[config.mk]
export PLATFORM = sky130hd
export DESIGN_NAME = mbist_march_ctrl_flat
export DESIGN_NICKNAME = d
export VERILOG_FILES = /design/src/rtl/mbist_march_ctrl_if.sv /design/src/rtl/mbist_march_ctrl.sv /design/src/flat_wrapper.sv
export SDC_FILE = /design/constraint.sdc
export NUM_CORES = 1
export LEC_CHECK = 0
export CORE_ASPECT_RATIO = 1.75
export CORE_MARGIN = 2
export CORE_UTILIZATION = 56
export DETAILED_ROUTE_END_ITERATION = 16
export HOLD_SLACK_MARGIN = 0.08
export PLACE_DENSITY = 0.91
export SYNTH_ARGS = -nofsm -noshare
export SYNTH_HDL_FRONTEND = slang
export SYNTH_SLANG_ARGS = --single-unit
[constraint.sdc]
create_clock -name clk -period 6.7 [get_ports clk]
set_clock_uncertainty 0.15 [all_clocks]
set_input_delay 2.01 -clock clk [delete_from_list [all_inputs] [get_ports clk]]
set_output_delay 2.01 -clock clk [all_outputs]
set_load 0.01 [all_outputs]
[src/rtl/mbist_march_ctrl_if.sv]
// Memory-side port bundle between the March BIST controller and the fault_mem macro.
interface mbist_march_ctrl_if #(
    parameter int DATA_WIDTH = 8,
    parameter int ADDR_WIDTH = 4
);
    logic                  mem_write_read;
    logic [ADDR_WIDTH-1:0] mem_address;
    logic [DATA_WIDTH-1:0] mem_wdata;
    logic [DATA_WIDTH-1:0] mem_rdata;

    modport master (
        output mem_write_read,
        output mem_address,
        output mem_wdata,
        input  mem_rdata
    );

    modport slave (
        input  mem_write_read,
        input  mem_address,
        input  mem_wdata,
        output mem_rdata
    );
endinterface

[src/rtl/mbist_march_ctrl.sv]
// March C- BIST controller for the single-port fault_mem macro: drives the memory
// port, checks read data through a 2-stage compare pipeline, and records first-failure info.
module mbist_march_ctrl #(
    parameter int DATA_WIDTH = 8,
    parameter int ADDR_WIDTH = 4,
    parameter int LAST_ADDR  = 2**ADDR_WIDTH - 1
) (
    input  logic                  clk,
    input  logic                  rst_n,
    input  logic                  start,
    output logic                  busy,
    output logic                  done,
    output logic                  pass,
    output logic [ADDR_WIDTH-1:0] fail_addr,
    output logic [2:0]            fail_elem,
    output logic [DATA_WIDTH-1:0] fail_data,
    output logic [7:0]            err_count,
    mbist_march_ctrl_if.master    mem
);

    localparam logic [ADDR_WIDTH-1:0] LAST_A = ADDR_WIDTH'(LAST_ADDR);

    typedef enum logic [2:0] {
        S_IDLE,
        S_PREP,
        S_RUN,
        S_DRAIN,
        S_DONE
    } state_t;

    state_t                state;
    logic [2:0]            elem;
    logic                  phase;
    logic                  drain_cnt;

    logic                  s1_valid, s2_valid;
    logic [DATA_WIDTH-1:0] s1_exp, s2_exp;
    logic [ADDR_WIDTH-1:0] s1_addr, s2_addr;
    logic [2:0]            s1_elem, s2_elem;

    logic                  rd_op;
    logic                  miscmp;
    logic [7:0]            err_next;
    logic                  two_op;
    logic                  at_end;
    logic [2:0]            elem_inc;

    // E3 and E4 descend; every other element ascends.
    function automatic logic elem_up(input logic [2:0] e);
        return !(e == 3'd3 || e == 3'd4);
    endfunction

    function automatic logic [DATA_WIDTH-1:0] write_pat(input logic [2:0] e);
        return (e == 3'd1 || e == 3'd3) ? '1 : '0;
    endfunction

    function automatic logic [DATA_WIDTH-1:0] read_pat(input logic [2:0] e);
        return (e == 3'd2 || e == 3'd4) ? '1 : '0;
    endfunction

    function automatic logic [ADDR_WIDTH-1:0] start_addr(input logic [2:0] e);
        return elem_up(e) ? '0 : LAST_A;
    endfunction

    function automatic logic [ADDR_WIDTH-1:0] end_addr(input logic [2:0] e);
        return elem_up(e) ? LAST_A : '0;
    endfunction

    always_comb begin
        rd_op    = (state == S_RUN) && !mem.mem_write_read;
        miscmp   = s2_valid && (mem.mem_rdata != s2_exp);
        err_next = err_count;
        if (miscmp && err_count != 8'hFF) begin
            err_next = err_count + 8'd1;
        end
        two_op   = (elem != 3'd0) && (elem != 3'd5);
        at_end   = (mem.mem_address == end_addr(elem));
        elem_inc = elem + 3'd1;
    end

    always_ff @(posedge clk or negedge rst_n) begin
        if (!rst_n) begin
            state              <= S_IDLE;
            elem               <= '0;
            phase              <= 1'b0;
            drain_cnt          <= 1'b0;
            busy               <= 1'b0;
            done               <= 1'b0;
            pass               <= 1'b0;
            fail_addr          <= '0;
            fail_elem          <= '0;
            fail_data          <= '0;
            err_count          <= '0;
            mem.mem_write_read <= 1'b0;
            mem.mem_address    <= '0;
            mem.mem_wdata      <= '0;
            s1_valid           <= 1'b0;
            s1_exp             <= '0;
            s1_addr            <= '0;
            s1_elem            <= '0;
            s2_valid           <= 1'b0;
            s2_exp             <= '0;
            s2_addr            <= '0;
            s2_elem            <= '0;
        end else begin
            // A read is tagged on the edge that issues it; its data is checked two edges later.
            s1_valid <= rd_op;
            s1_exp   <= read_pat(elem);
            s1_addr  <= mem.mem_address;
            s1_elem  <= elem;
            s2_valid <= s1_valid;
            s2_exp   <= s1_exp;
            s2_addr  <= s1_addr;
            s2_elem  <= s1_elem;

            err_count <= err_next;
            if (miscmp && err_count == 8'd0) begin
                fail_addr <= s2_addr;
                fail_elem <= s2_elem;
                fail_data <= mem.mem_rdata;
            end

            case (state)
                S_IDLE, S_DONE: begin
                    if (start) begin
                        busy               <= 1'b1;
                        done               <= 1'b0;
                        pass               <= 1'b0;
                        fail_addr          <= '0;
                        fail_elem          <= '0;
                        fail_data          <= '0;
                        err_count          <= '0;
                        elem               <= 3'd0;
                        phase              <= 1'b0;
                        mem.mem_address    <= start_addr(3'd0);
                        mem.mem_wdata      <= write_pat(3'd0);
                        mem.mem_write_read <= 1'b0;
                        state              <= S_PREP;
                    end
                end

                S_PREP: begin
                    phase              <= 1'b0;
                    mem.mem_write_read <= (elem == 3'd0);
                    state              <= S_RUN;
                end

                // Outputs hold the operation in flight; this edge selects the next one.
                S_RUN: begin
                    if (two_op && !phase) begin
                        phase              <= 1'b1;
                        mem.mem_write_read <= 1'b1;
                    end else if (at_end) begin
                        phase              <= 1'b0;
                        mem.mem_write_read <= 1'b0;
                        if (elem == 3'd5) begin
                            drain_cnt <= 1'b0;
                            state     <= S_DRAIN;
                        end else begin
                            elem            <= elem_inc;
                            mem.mem_address <= start_addr(elem_inc);
                            mem.mem_wdata   <= write_pat(elem_inc);
                            state           <= S_PREP;
                        end
                    end else begin
                        phase              <= 1'b0;
                        mem.mem_write_read <= (elem == 3'd0);
                        mem.mem_address    <= elem_up(elem) ? mem.mem_address + 1'b1
                                                            : mem.mem_address - 1'b1;
                    end
                end

                S_DRAIN: begin
                    mem.mem_write_read <= 1'b0;
                    drain_cnt          <= 1'b1;
                    if (drain_cnt) begin
                        busy  <= 1'b0;
                        done  <= 1'b1;
                        pass  <= (err_next == 8'd0);
                        state <= S_DONE;
                    end
                end

                default: state <= S_IDLE;
            endcase
        end
    end

endmodule

[src/flat_wrapper.sv]
// flat-port wrapper written by rule: the top's interface ports become plain ports
module mbist_march_ctrl_flat 
#(
    parameter int DATA_WIDTH = 8,
    parameter int ADDR_WIDTH = 4,
    parameter int LAST_ADDR  = 2**ADDR_WIDTH - 1
)
  (clk, rst_n, start, busy, done, pass, fail_addr, fail_elem, fail_data, err_count, mem_mem_write_read, mem_mem_address, mem_mem_wdata, mem_mem_rdata);
  mbist_march_ctrl_if #(.DATA_WIDTH(DATA_WIDTH), .ADDR_WIDTH(ADDR_WIDTH)) mem_i ();
  input  logic clk;
  input  logic rst_n;
  input  logic start;
  output logic busy;
  output logic done;
  output logic pass;
  output logic [ADDR_WIDTH-1:0] fail_addr;
  output logic [2:0] fail_elem;
  output logic [DATA_WIDTH-1:0] fail_data;
  output logic [7:0] err_count;
  output wire logic [$bits(mem_i.mem_write_read)-1:0] mem_mem_write_read;
  output wire logic [$bits(mem_i.mem_address)-1:0] mem_mem_address;
  output wire logic [$bits(mem_i.mem_wdata)-1:0] mem_mem_wdata;
  input wire logic [$bits(mem_i.mem_rdata)-1:0] mem_mem_rdata;
  assign mem_mem_write_read = mem_i.mem_write_read;
  assign mem_mem_address = mem_i.mem_address;
  assign mem_mem_wdata = mem_i.mem_wdata;
  assign mem_i.mem_rdata = mem_mem_rdata;
  mbist_march_ctrl #(.DATA_WIDTH(DATA_WIDTH), .ADDR_WIDTH(ADDR_WIDTH), .LAST_ADDR(LAST_ADDR)) u_core (.clk(clk), .rst_n(rst_n), .start(start), .busy(busy), .done(done), .pass(pass), .fail_addr(fail_addr), .fail_elem(fail_elem), .fail_data(fail_data), .err_count(err_count), .mem(mem_i));
endmodule
* Word-level counts from Yosys, hierarchy flattened
Index checks and enable logic that the tools add are counted.
** Storage, ports and cells
- Register bits :: 79
- Input port bits :: 11
- Output and inout port bits :: 39
- Logic and storage cells :: 133
** Operators by class
- Add/subtract/negate cells :: 4
- Equal/unequal tests :: 22
- Multiplexer cells :: 55
- Reduce and logical (&&, ||, !) cells :: 30
** Operator list (count)
- $mux W8 :: 12
- $mux W4 :: 10
- $mux W3 :: 11
- $logic_not A8 Y1 :: 2
- $pmux W8 S2 :: 1
- $eq A3 B2 Y1 const B :: 5
- $eq A3 B3 Y1 const B :: 4
- $pmux W3 S4 :: 1
- $reduce_and A4 Y1 :: 3
- $mux W1 :: 11
- $add A8 B1 Y8 const B :: 1
- $ne A2 B2 Y1 const B :: 4
- $ne A8 B8 Y1 :: 1
- $ne A8 B8 Y1 const B :: 1
- $pmux W1 S2 :: 4
- $pmux W4 S2 :: 1
- $eq A3 B1 Y1 const B :: 2
- $logic_and A1 B1 Y1 :: 6
- $logic_not A3 Y1 :: 2
- $ne A3 B3 Y1 const B :: 2
- $pmux W3 S2 :: 1
- $reduce_bool A2 Y1 :: 3
- $reduce_bool A3 Y1 :: 2
- $reduce_and A5 Y1 :: 1
- 14 further kinds :: 20

* Longest topological paths before layout
- Word-level depth :: 8
- Depth in mapped cells :: 11
- Depth with buffers taken out :: 11

* Worst setup path before layout
Ideal clock, no wire load.
- Path kind :: input -> register
- Start :: in mem_mem_rdata[2]
- End :: reg u_core.pass
- Setup time :: 0.124 ns
- Arrival :: 3.515 ns
- Data required time :: 6.426 ns
- Path slack :: 2.911 ns
- Stages :: 6
- Path buffers :: 0
- Path through :: or4_4 > nor4_4 > a311oi_2 > mux2_1 > o2111ai_1 > o21ai_1
** Between the ends
- Word-level cells in the longest chain between the ends :: 7
** Ends and longest elaborated chain
- from (decl) :: line flat_wrapper.sv:23 : input wire logic [$bits(mem_i.mem_rdata)-1:0] mem_mem_rdata;
- $ne A8 B8 Y1 :: line mbist_march_ctrl.sv:71 : miscmp = s2_valid && (mem.mem_rdata != s2_exp);
- $logic_and A1 B1 Y1 :: line mbist_march_ctrl.sv:71
- $logic_and A1 B1 Y1 :: line mbist_march_ctrl.sv:73 : if (miscmp && err_count != 8'hFF) begin
- $mux W8 :: line mbist_march_ctrl.sv:73
- $logic_not A8 Y1 :: line mbist_march_ctrl.sv:179 : pass <= (err_next == 8'd0);
- $mux W1 :: line mbist_march_ctrl.sv:176 : if (drain_cnt) begin
- $pmux W1 S2 :: line mbist_march_ctrl.sv:123 : case (state)
- to (signal assigned) :: line mbist_march_ctrl.sv:179
- to (decl) :: line mbist_march_ctrl.sv:13 : output logic pass,
Every way passes these cells. The select of a mux whose other input is x is not followed.
A chain may end at the register's enable or synchronous reset.

* Worst setup path in the final report
Ends and elaborated chain as after synthesis.

==> results.py <==
metrics = {
    "cells_and_area": {
        "area_growth_pct": 24.0,
        "utilization_pct": 71.4,
        "fin_cells": 365,
        "antenna_cells": 0,
        "nets": 327,
        "drive_gt1_share_pct": 9.65,
    },
    "worst_setup_path": {
        "crit_fanout": 7,
        "cp-startpoint": "mem_mem_rdata[2]",
        "cp_slowest_stage_delay_ns": 0.57,
        "critical_path.endpoint": "u_core.pass",
        "cp_cell_sequence": "clkdlybuf4s50_1 -> or4_4 -> nor4_4 -> a311oi_2 -> mux2_1 -> o2111ai_1 -> o21ai_1",
        "r2r-end": "u_core.elem[1]",
        "cp.arrival_ns": 4.14,
        "critPathKind": "input pin to flop",
        "cp_slowest_cell": "or4_4",
        "ff2ff_path_depth": 9,
        "timing.reg2reg.setup_slack_ns": 3.47,
        "critical_path.startpoint_type": "input pin",
        "worst_ep_required_time_ns": 6.76,
        "rr_startpoint": "u_core.elem[0]",
        "end_kind": "flop",
    },
    "grt": {
        "grt_usage_pct": 22.8,
        "grt_overflow": 0,
        "antenna_found_initial": 0,
        "grt_pass1_vias": 2117,
        "grt_pass1_wl_mm": 9.87,
        "grt_max_degree": 59,
    },
    "route": {
        "drc": 0,
        "finalWirelength_mm": 5.80,
        "drtIter0Drc": 112,
        "vias": 2130,
        "detail_route.wl_per_cell_um": 15.9,
        "dr.pass1.iters": 4,
        "detail_route.vias_per_cell": 5.84,
        "ant_nets": 0,
    },
    "power_and_ir_drop": {
        "irDropWorstVdd_mv": 0.265,
        "power_leakage_nw": 1.59,
        "powerDensity_nw_per_um2": 403,
    },
    "synth": {
        "synthTopCellsByArea": "dfrtp_1 52%, mux2i_1 6.0%, nor2_1 4.3%, ha_1 4.0%, nand2_1 2.4%",
        "async_flop_share_pct": 100,
        "synth_top_area_cell": "dfrtp_1",
        "synthFlopType": "dfrtp_1",
        "avgSynthCellArea_sq_um": 10.6,
        "synth.most_common_cell": "dfrtp_1",
        "synth_seq_cells": 58,
        "yosysSeqAreaShare_pct": 51.5,
        "yosys.cell_types.count": 50,
        "post-synth-top-area-fraction_pct": 51.5,
        "synth_edf_count": 0,
        "yosysWarnings": 0,
        "synth_area_sq_um": 2820,
        "netlist_instances": 265,
        "synth_common_cells": "58 x dfrtp_1, 32 x nor2_1, 18 x nand2_1, 17 x mux2i_1, 13 x a21oi_1",
        "syn-num-nets": 286,
    },
    "cts": {
        "hold_buffers": 0,
        "clock_latency_ns": 0.34,
        "post_cts.repair.setup_buffers": 0,
        "cts_tree": "yes",
        "clockRootBuffer": "clkbuf_8",
        "cts_made_buffers": 9,
        "cts_resized": 0,
        "path_clk_slew_ns": 0.07,
        "clockBufferDepth": 2,
        "cts_max_level": 3,
        "cts_sinks": 58,
    },
    "sta": {
        "post-route-period-util_pct": 60.9,
        "maxSlewViolCount": 0,
        "tightest_slew_ns": 0.951,
        "hold_violations": 0,
        "timing.setup.tns_ns": 0,
        "timing.slew.headroom_pct": 36.6,
        "finalSetupViolCount": 0,
        "min_period_ns": 4.08,
        "max_freq_mhz": 245,
        "setup_ws_ns": 2.62,
        "rsz0062_at_grt": "false",
    },
    "placement": {
        "gp_congestion": 0.870,
        "dp_slack_ns": 2.29,
        "dp_cells": 349,
        "portBuffers": 49,
        "dp_hpwl_mm": 4.14,
    },
    "run": {
        "drv_cap": 0,
    },
    "floorplan": {
        "dieArea_sq_um": 5640,
        "chipHeight_um": 97.8,
        "io_pins": 50,
        "initial_core_util_pct": 57.6,
        "die-width_um": 57.6,
        "core_sq_um": 4890,
        "num_rows": 34,
    },
    "min_path": {
        "hp-start": "u_core.s1_exp[6]",
        "hp-class": "flop to flop",
    },
    "outcome": {
        "status": "completed",
    },
}
cell type report:
cell class	instances	area [sq um]
clock buffer	11	141
clock inverter	5	77.6
fill	346	1400
inverter	10	37.5
multi-input combinational	176	1220
sequential	58	1450
tap	54	67.6
timing repair buffer	51	500
per-stage QoR:
| step | power, mW | hold slack [ns] | area [sq um] |
|---|---|---|---|
| 2_1_floorplan | 0.871 | 0.181 | 2820 |
| 3_3_place_gp | 1.04 | 0.182 | 3270 |
| 3_5_place_dp | 1.06 | 0.185 | 3270 |
| 4_1_cts | 1.42 | 0.201 | 3490 |
| 5_1_grt | 1.50 | 0.203 | 3490 |
| 6_report | 1.41 | 0.200 | 3490 |
worst min-delay path by stage:
stage,endpoint,slack (ns),depth (start not counted)
after floorplan,u_core.s2_addr[0],0.18,0
after global placement,u_core.s2_addr[1],0.18,0
after detailed placement,u_core.s2_exp[6],0.18,0
after CTS,u_core.s2_exp[6],0.20,0
after global routing,u_core.s2_addr[0],0.20,0
final,u_core.s2_exp[6],0.20,0
worst max-delay path, delay by kind of cell:
family,cells,cell delay [ns]
muxes,1,0.37
buffers and inverters,1,0.45
AOI/OAI and AO/OA,3,0.36
and+or+nand+nor,2,0.94
power by group:
group	internal [mW]	switching, mW	leakage, nW
Combinational	0.260	0.254	0.697
Sequential	0.446	0.0962	0.779
Clock	0.218	0.135	0.109
routing by layer:
metal | track usage [%] | wire, um
met1 | 26.1 | 2190
met2 | 38.5 | 3140
met3 | 6.36 | 322
met4 | 10.6 | 147
met5 | 0 | 0
placed cells by master (no fill, tap or decap), types with 3 or more instances in the layout:
cell type and n:
o21ai_0 6, ha_1 9, a21oi_1 13, nand4_1 4, and3_1 5, mux2i_1 17
mux2_2 4, nor2_1 32, clkdlybuf4s50_1 48, nand2_1 18, inv_1 10, xor2_1 3
dfrtp_1 58, nand3_1 3, xnor2_1 4, clkbuf_8 10, nor3_1 11, mux2_1 4
a21o_1 3
cell families after synthesis:
logic type | after synthesis | synth area share, %
AOI/OAI and AO/OA | 38 | 8.80
xor gates and xnor gates | 7 | 2.18
adders and majority gates | 11 | 5.06
buffers and inverters | 31 | 5.24
DFF | 58 | 51.5
muxes | 26 | 9.73
and+or+nand+nor | 94 | 17.5
flip-flops by register name, summed over array words and instances (netlist names), 3 cells and up:
signal                  count
u_core.err_count            8
u_core.s2_elem              3
u_core.s1_addr              4
u_core.state                3
u_core.fail_data            8
u_core.s1_elem              3
u_core.s2_addr              4
u_core.mem.mem_address      4
u_core.fail_addr            4
u_core.elem                 3
u_core.fail_elem            3
Note: power is estimated with default switching activity, not from simulation.
